### src/rtl/i_fetch_decode.sv
// i_fetch_decode: instruction front-end for the I-type execution unit.
// Fetches one 32-bit word at a time over a req/ack memory port, decodes it
// as an OP-IMM instruction and holds the result on a valid/ready issue port.
// All outputs come straight from flops.

module i_fetch_decode #(
   parameter logic [31:0] RESET_PC = 32'h0000_0000
) (
   input  logic        clk,
   input  logic        rst,
   output logic        imem_req,
   output logic [31:0] imem_addr,
   input  logic        imem_ack,
   input  logic [31:0] imem_rdata,
   input  logic        redirect,
   input  logic [31:0] redirect_pc,
   output logic        issue_valid,
   input  logic        issue_ready,
   output logic [31:0] idata,
   output logic [31:0] imm,
   output logic [4:0]  rs1,
   output logic [4:0]  rd,
   output logic [31:0] pc,
   output logic        illegal,
   output logic [31:0] issue_count
);

   localparam logic [6:0] OP_IMM      = 7'b0010011;
   localparam logic [2:0] F3_SLLI     = 3'b001;
   localparam logic [2:0] F3_SRXI     = 3'b101;
   localparam logic [6:0] F7_ZERO     = 7'b0000000;
   localparam logic [6:0] F7_ARITH    = 7'b0100000;
   localparam logic [31:0] WORD_ALIGN = 32'hFFFF_FFFC;

   typedef enum logic [1:0] {
      FETCH = 2'd0,
      DRAIN = 2'd1,
      ISSUE = 2'd2
   } state_t;

   state_t      state_q, state_d;
   logic [31:0] fetch_pc_q, fetch_pc_d;   // PC of the next word to fetch
   logic [31:0] addr_q, addr_d;           // address currently on the bus
   logic        req_q, req_d;
   logic        valid_q, valid_d;
   logic [31:0] idata_q, idata_d;
   logic [31:0] imm_q, imm_d;
   logic [4:0]  rs1_q, rs1_d;
   logic [4:0]  rd_q, rd_d;
   logic [31:0] issue_pc_q, issue_pc_d;
   logic        illegal_q, illegal_d;
   logic [31:0] count_q, count_d;

   logic [6:0]  dec_opcode;
   logic [2:0]  dec_funct3;
   logic [6:0]  dec_funct7;
   logic [31:0] dec_imm;
   logic        dec_illegal;
   logic [31:0] redirect_target;
   logic        transfer;

   assign redirect_target = redirect_pc & WORD_ALIGN;
   assign transfer        = valid_q & issue_ready;

   // Decode the word arriving from memory; only used on the capture cycle.
   always_comb begin
      dec_opcode  = imem_rdata[6:0];
      dec_funct3  = imem_rdata[14:12];
      dec_funct7  = imem_rdata[31:25];
      dec_illegal = 1'b0;
      if ((dec_funct3 == F3_SLLI) || (dec_funct3 == F3_SRXI)) begin
         dec_imm = {27'b0, imem_rdata[24:20]};
      end else begin
         dec_imm = {{20{imem_rdata[31]}}, imem_rdata[31:20]};
      end
      if (dec_opcode != OP_IMM) begin
         dec_illegal = 1'b1;
      end
      if ((dec_funct3 == F3_SLLI) && (dec_funct7 != F7_ZERO)) begin
         dec_illegal = 1'b1;
      end
      if ((dec_funct3 == F3_SRXI) && (dec_funct7 != F7_ZERO) && (dec_funct7 != F7_ARITH)) begin
         dec_illegal = 1'b1;
      end
   end

   // Next-state, PC tracking, capture and issue bookkeeping.
   always_comb begin
      state_d    = state_q;
      fetch_pc_d = fetch_pc_q;
      idata_d    = idata_q;
      imm_d      = imm_q;
      rs1_d      = rs1_q;
      rd_d       = rd_q;
      issue_pc_d = issue_pc_q;
      illegal_d  = illegal_q;
      count_d    = count_q;

      case (state_q)
         FETCH: begin
            if (req_q) begin
               if (redirect) begin
                  // A coincident ack is simply dropped; without one the
                  // old request is still owed a response, so drain it.
                  fetch_pc_d = redirect_target;
                  state_d    = imem_ack ? FETCH : DRAIN;
               end else if (imem_ack) begin
                  idata_d    = imem_rdata;
                  imm_d      = dec_imm;
                  rs1_d      = imem_rdata[19:15];
                  rd_d       = imem_rdata[11:7];
                  issue_pc_d = addr_q;
                  illegal_d  = dec_illegal;
                  state_d    = ISSUE;
               end
            end else if (redirect) begin
               // First cycle out of reset: nothing outstanding yet.
               fetch_pc_d = redirect_target;
            end
         end

         DRAIN: begin
            if (redirect) begin
               fetch_pc_d = redirect_target;
            end
            if (imem_ack) begin
               state_d = FETCH;
            end
         end

         ISSUE: begin
            if (transfer) begin
               count_d = count_q + 32'd1;
            end
            if (redirect) begin
               fetch_pc_d = redirect_target;
               state_d    = FETCH;
            end else if (transfer) begin
               fetch_pc_d = fetch_pc_q + 32'd4;
               state_d    = FETCH;
            end
         end

         default: begin
            state_d = FETCH;
         end
      endcase

      // Bus address only follows the PC while fetching; in DRAIN it must
      // keep showing the address of the request still in flight.
      req_d   = (state_d != ISSUE);
      valid_d = (state_d == ISSUE);
      addr_d  = (state_d == FETCH) ? fetch_pc_d : addr_q;
   end

   // State and output registers.
   always_ff @(posedge clk or posedge rst) begin
      if (rst) begin
         state_q    <= FETCH;
         fetch_pc_q <= RESET_PC;
         addr_q     <= RESET_PC;
         req_q      <= 1'b0;
         valid_q    <= 1'b0;
         idata_q    <= 32'd0;
         imm_q      <= 32'd0;
         rs1_q      <= 5'd0;
         rd_q       <= 5'd0;
         issue_pc_q <= 32'd0;
         illegal_q  <= 1'b0;
         count_q    <= 32'd0;
      end else begin
         state_q    <= state_d;
         fetch_pc_q <= fetch_pc_d;
         addr_q     <= addr_d;
         req_q      <= req_d;
         valid_q    <= valid_d;
         idata_q    <= idata_d;
         imm_q      <= imm_d;
         rs1_q      <= rs1_d;
         rd_q       <= rd_d;
         issue_pc_q <= issue_pc_d;
         illegal_q  <= illegal_d;
         count_q    <= count_d;
      end
   end

   assign imem_req    = req_q;
   assign imem_addr   = addr_q;
   assign issue_valid = valid_q;
   assign idata       = idata_q;
   assign imm         = imm_q;
   assign rs1         = rs1_q;
   assign rd          = rd_q;
   assign pc          = issue_pc_q;
   assign illegal     = illegal_q;
   assign issue_count = count_q;

endmodule

### config.mk
export PLATFORM = sky130hd
export DESIGN_NAME = i_fetch_decode
export DESIGN_NICKNAME = d
export VERILOG_FILES = /design/src/rtl/i_fetch_decode.sv
export SDC_FILE = /design/constraint.sdc
export NUM_CORES = 1
export LEC_CHECK = 0
export BUFFER_PORTS_ARGS = -buffer_cell sky130_fd_sc_hd__buf_2
export CELL_PAD_IN_SITES_DETAIL_PLACEMENT = 1
export CELL_PAD_IN_SITES_GLOBAL_PLACEMENT = 1
export CORE_MARGIN = 5
export CORE_UTILIZATION = 39
export CTS_CLUSTER_DIAMETER = 120
export DETAILED_ROUTE_END_ITERATION = 8
export HOLD_SLACK_MARGIN = 0.02
export PLACE_DENSITY_LB_ADDON = 0.1
export SLEW_MARGIN = 20
export SYNTH_ARGS = -nofsm -noshare
export SYNTH_HDL_FRONTEND = slang
export SYNTH_SLANG_ARGS = --single-unit
### constraint.sdc
create_clock -name clk -period 7.9 [get_ports clk]
set_input_delay 1.58 -clock clk [delete_from_list [all_inputs] [get_ports clk]]
set_output_delay 1.58 -clock clk [all_outputs]
set_load 0.1 [all_outputs]
Yosys cells after proc, flatten, opt, wreduce, memory -nomap -nowiden
Index checks and enable logic that the tools add are counted.

Register bits after elaboration: 207. Input bits: 69. Output and inout bits: 173. Logic and storage cells: 50.

$add $sub $neg: 2. Equality and inequality tests: 8. Mux-type cells: 16. Bitwise operators: 2. Reduce and logical (&&, ||, !) cells: 10.

Operators with widths (count): $mux 32 (4); $pmux 32 s2 (1); $add 32x1->32 const B (1); $add 32x3->32 const B (1); $mux 2 (6); $ne 7x5->1 const B (1); $ne 7x6->1 const B (1); $reduce_bool 7->1 (1); $pmux 2 s3 (1); $eq 2x2->1 const B (2); $logic_not 2->1 (2); $mux 1 (4); $reduce_and 4->1 (1); $eq 3x1->1 const B (1); $eq 3x3->1 const B (1); $logic_and 1x1->1 (3); $eq 2x1->1 const B (1); $ne 2x2->1 const B (1); $reduce_and 2->1 (1); $reduce_or 2->1 (1); $and 1x1->1 (1); $logic_or 1x1->1 (1); $not 1->1 (1).

Longest topological paths before layout
Depth after elaboration: 5. Gate-level depth with buffers: 8. Mapped depth without buffers: 6.

Worst setup path after synthesis
OpenSTA, ideal clock, no wires.

Kind: input port to flip-flop. Start point: input port issue_ready. End point: register addr_q[24], in the netlist imem_addr[24]. Setup time: 0.126 ns. Arrival: 3.251 ns. Setup slack: 4.522 ns. Stages on the path: 7. Path buffers: 2. Cell sequence: clkbuf_1 -> nand3_2 -> or4_4 -> buf_6 -> nor4_1 -> a211oi_2 -> mux2_4.

RTL lines: start, declared (RTL line 18) `input logic issue_ready,`; $and 1x1->1 (RTL line 63) `assign transfer = valid_q & issue_ready;`; $mux 32 (RTL line 138) `end else if (transfer) begin`; $mux 32 (RTL line 135) `if (redirect) begin`; $pmux 32 s2 (RTL line 99) `case (state_q)`; via fetch_pc_d[24] (RTL line 42) `logic [31:0] fetch_pc_q, fetch_pc_d;`; end signal, assigned (RTL line 174) `addr_q <= addr_d;`; end, declared (RTL line 43) `logic [31:0] addr_q, addr_d;`.

The timed path passes the listed nets, and every way through them passes these cells. A chain may end at the register's enable or synchronous reset.

Final worst setup path
Start point: register state_q[1]. End point: register addr_q[4], in the netlist imem_addr[4].

Word-level cells in the longest chain between the ends: 5.

Ends and longest elaborated chain: start, declared (RTL line 41) `state_t state_q, state_d;`; start signal, assigned (RTL line 172) `state_q <= state_d;`; $mux 2 (RTL line 107) `end else if (imem_ack) begin`; $mux 2 (RTL line 102) `if (redirect) begin`; $mux 2 (RTL line 101) `if (req_q) begin`; $pmux 2 s3 (RTL line 99); $logic_not 2->1 (RTL line 153) `addr_d = (state_d == FETCH) ? fetch_pc_d : addr_q;`.

Parallel ways exist; a longest one is shown, timed or not.

==> qor.txt <==
Top Ports: 242
final RePlAce weighted congestion: 0.832
Fin Setup TNS: 0 ns
total of max-cap violations: 0
postcts setup bufs: 0
Core ar.: 21000 um^2
Avg Vias per Cell: 5.24
root buffer cell: clkbuf_16
asr flop ratio synth: 100%
unique cell type count in the Yosys netlist: 67
DPL Wire Length: 17600 um
cts repair resizes: 0
Num CTS Buffers: 17
top cells by count, synth: nand2_1, dfrtp_1, nor2_1
net count after synthesis: 959
drt wl/cell: 18.4 um
input/output buffers: 239
Critical Path AT: 3.97 ns
dpl cells: 1331
largest net degree at the start of global routing: 73
CTS tree: yes
Synth Area in Compound Gates: 9.05%
Worst EP required: 8.21 ns
DRT iter0 DRCs: 263
CP Class: reg2reg
Place WS: 3.84 ns
RSZ-0062 raised after global routing: false
Worst Setup Slack, final: 4.23 ns
Antenna Nets Post-Route: 0
Clock Latency Late Sink: 0.43 ns
sequential-to-total area share from yosys stat: 51.8%
Yosys top cell by area: dfrtp_1
Final #Nets: 1146
Initial Utilization: 39.5%
# DRC: 0
final wirelength: 25100 um
FMAX: 273 MHz
htree depth: 4
Clock Pin Slew Worst Setup and Hold Paths: 0.07 ns
GR Overflow Total: 0
total track usage: 20.7%
Tcrit/Tclk final: 46.4%
n_diodes: 0
Clock Path Buffers: 2
share of layout cells above drive strength 1: 29.7%
Post-synth EDFFs: 0
top post-synthesis cells by area: dfrtp_1, nand2_1, mux2_2
Slew HR: 33.1%
post-route insts no fill: 1361
Final Max Tran Viols: 0
dominant synthesized flop cell: dfrtp_1
vias: 7133
Synth Area in Adders: 0.301%
top cell type's share of synthesized area: 51.8%
die area: 24300 um^2
FF+latch count, synth: 172
mux contribution to synthesized area: 4.56%
min Tclk post-route: 3.67 ns
r2r startpoint: state_q[1]
antenna violations before repair: 2
startpoint types: flop
Die Y: 156 um
Sink Count: 172
synth warn: 0
worst hold-check path type: reg2reg
most frequent cell after synthesis: nand2_1
outcome: finished clean
Least-Margin Pin Slew: 1.00 ns
vias in the first global route: 7433
Syn Std Cell Area: 8310 um^2
CTS Hold Bufs: 0
reg2reg path depth: 5
global-route wire length before repair: 40400 um
Die X: 156 um
min-delay src: imm[5]
Reg2Reg Setup Slack: 4.23 ns
final setup fails: 0
synth-to-layout area growth: 20.9%
largest family of logic cells by synthesized area: simple AND/OR/NAND/NOR gates
Crit. End Element: flop
Mean Syn Cell Area: 9.36 um^2
fill count: 2498
Hold Path Stages: 2
XOR/XNOR share of the synthesized area: 3.37%
TritonRoute pass-1 iters: 4
crit-path max FO: 27
RR Endpoint: imem_addr[4]
Synth Area in Simple Gates: 24.6%
final hold violation count: 0
clock skew: 0.0114 ns
Cells after Synth: 888
worst min-delay path endpoint: imm[5]
Placement Rows: 53
==> cell usage in the layout (no fill, tap or decap), drive strengths merged, types with 3 or more instances in the layout <==
| cell | count |
|---|---|
| o31ai | 3 |
| a211o | 3 |
| o22ai | 6 |
| nor2 | 48 |
| nand3 | 38 |
| nand2 | 251 |
| or4 | 5 |
| nor3 | 20 |
| a31oi | 5 |
| nand2b | 7 |
| o32a | 5 |
| mux2i | 6 |
| o32ai | 6 |
| dfrtp | 172 |
| o221ai | 3 |
| xor2 | 6 |
| clkbuf | 19 |
| and2 | 9 |
| mux2 | 28 |
| nor2b | 5 |
| nor4 | 9 |
| nand4 | 23 |
| o21a | 3 |
| inv | 23 |
| and4 | 10 |
| a221oi | 3 |
| o21ai | 13 |
| or3 | 5 |
| clkinvlp | 5 |
| o31a | 4 |
| a21oi | 24 |
| a211oi | 7 |
| xnor2 | 26 |
| buf | 249 |
| and3 | 5 |
==> metal layers <==
layer  vias up  GRT usage, %  share of wire, %
met5         -             0             0.060
met4         4          5.46               1.3
met3        24          4.02               5.8
met2       189          36.3                50
met1      3541          26.3                43
li1       3375             -                 -
==> cell type report <==
type,instances,area [um^2],area share (%)
clock inverter,11,114,1.13
inverter,20,80.1,0.797
sequential,172,4300,42.8
multi-input combinational,615,3490,34.7
timing repair buffer,249,1270,12.7
tap,275,344,3.42
clock buffer,19,443,4.41
==> kinds of logic (layout without fill, tap and decap cells) <==
| group | Yosys count | in the layout |
|---|---|---|
| and+or+nand+nor | 444 | 444 |
| DFF | 172 | 172 |
| AOI/OAI and AO/OA | 103 | 103 |
| buffers and inverters | 101 | 299 |
| muxes | 34 | 34 |
| xor gates and xnor gates | 32 | 32 |
| adders and majority gates | 2 | 2 |
==> worst max path at each step <==
stage	endpoint	slack, ns	from
after floorplan	fetch_pc_q[0]	1.66	rst
after global placement	imem_addr[6]	3.86	redirect
after detailed placement	imem_addr[8]	3.84	redirect
after CTS	imem_addr[2]	4.23	state_q[1]
after global routing	imem_addr[4]	4.06	state_q[1]
final	imem_addr[4]	4.23	state_q[1]
==> critical path, cell delays in order (launching register included) <==
cell      delay (ns)
dfrtp_1         1.00
clkinv_1        0.62
and4_2          0.39
a211oi_4        0.73
buf_4           0.43
mux2_2          0.37
==> registers in the layout, summed over array words and instances (netlist names) <==
register / cells
issue_valid: 1
pc: 32
state_q: 2
imem_addr: 32
illegal: 1
imem_req: 1
idata: 32
issue_count: 32
fetch_pc_q: 32
imm: 7
==> stage by stage <==
stage	area [um^2]	hold slack, ns	utilization, %
finish	10000	0.460	47.8
global route	10000	0.479	47.8
CTS	10000	0.467	47.8
detailed placement	9490	0.452	45.1
global placement	9490	0.448	45.1
floorplan	8310	0.444	-
Power is left out: the tool's default activity adds up to more than one toggle a clock period on the data nets, which glitch-free logic cannot reach.
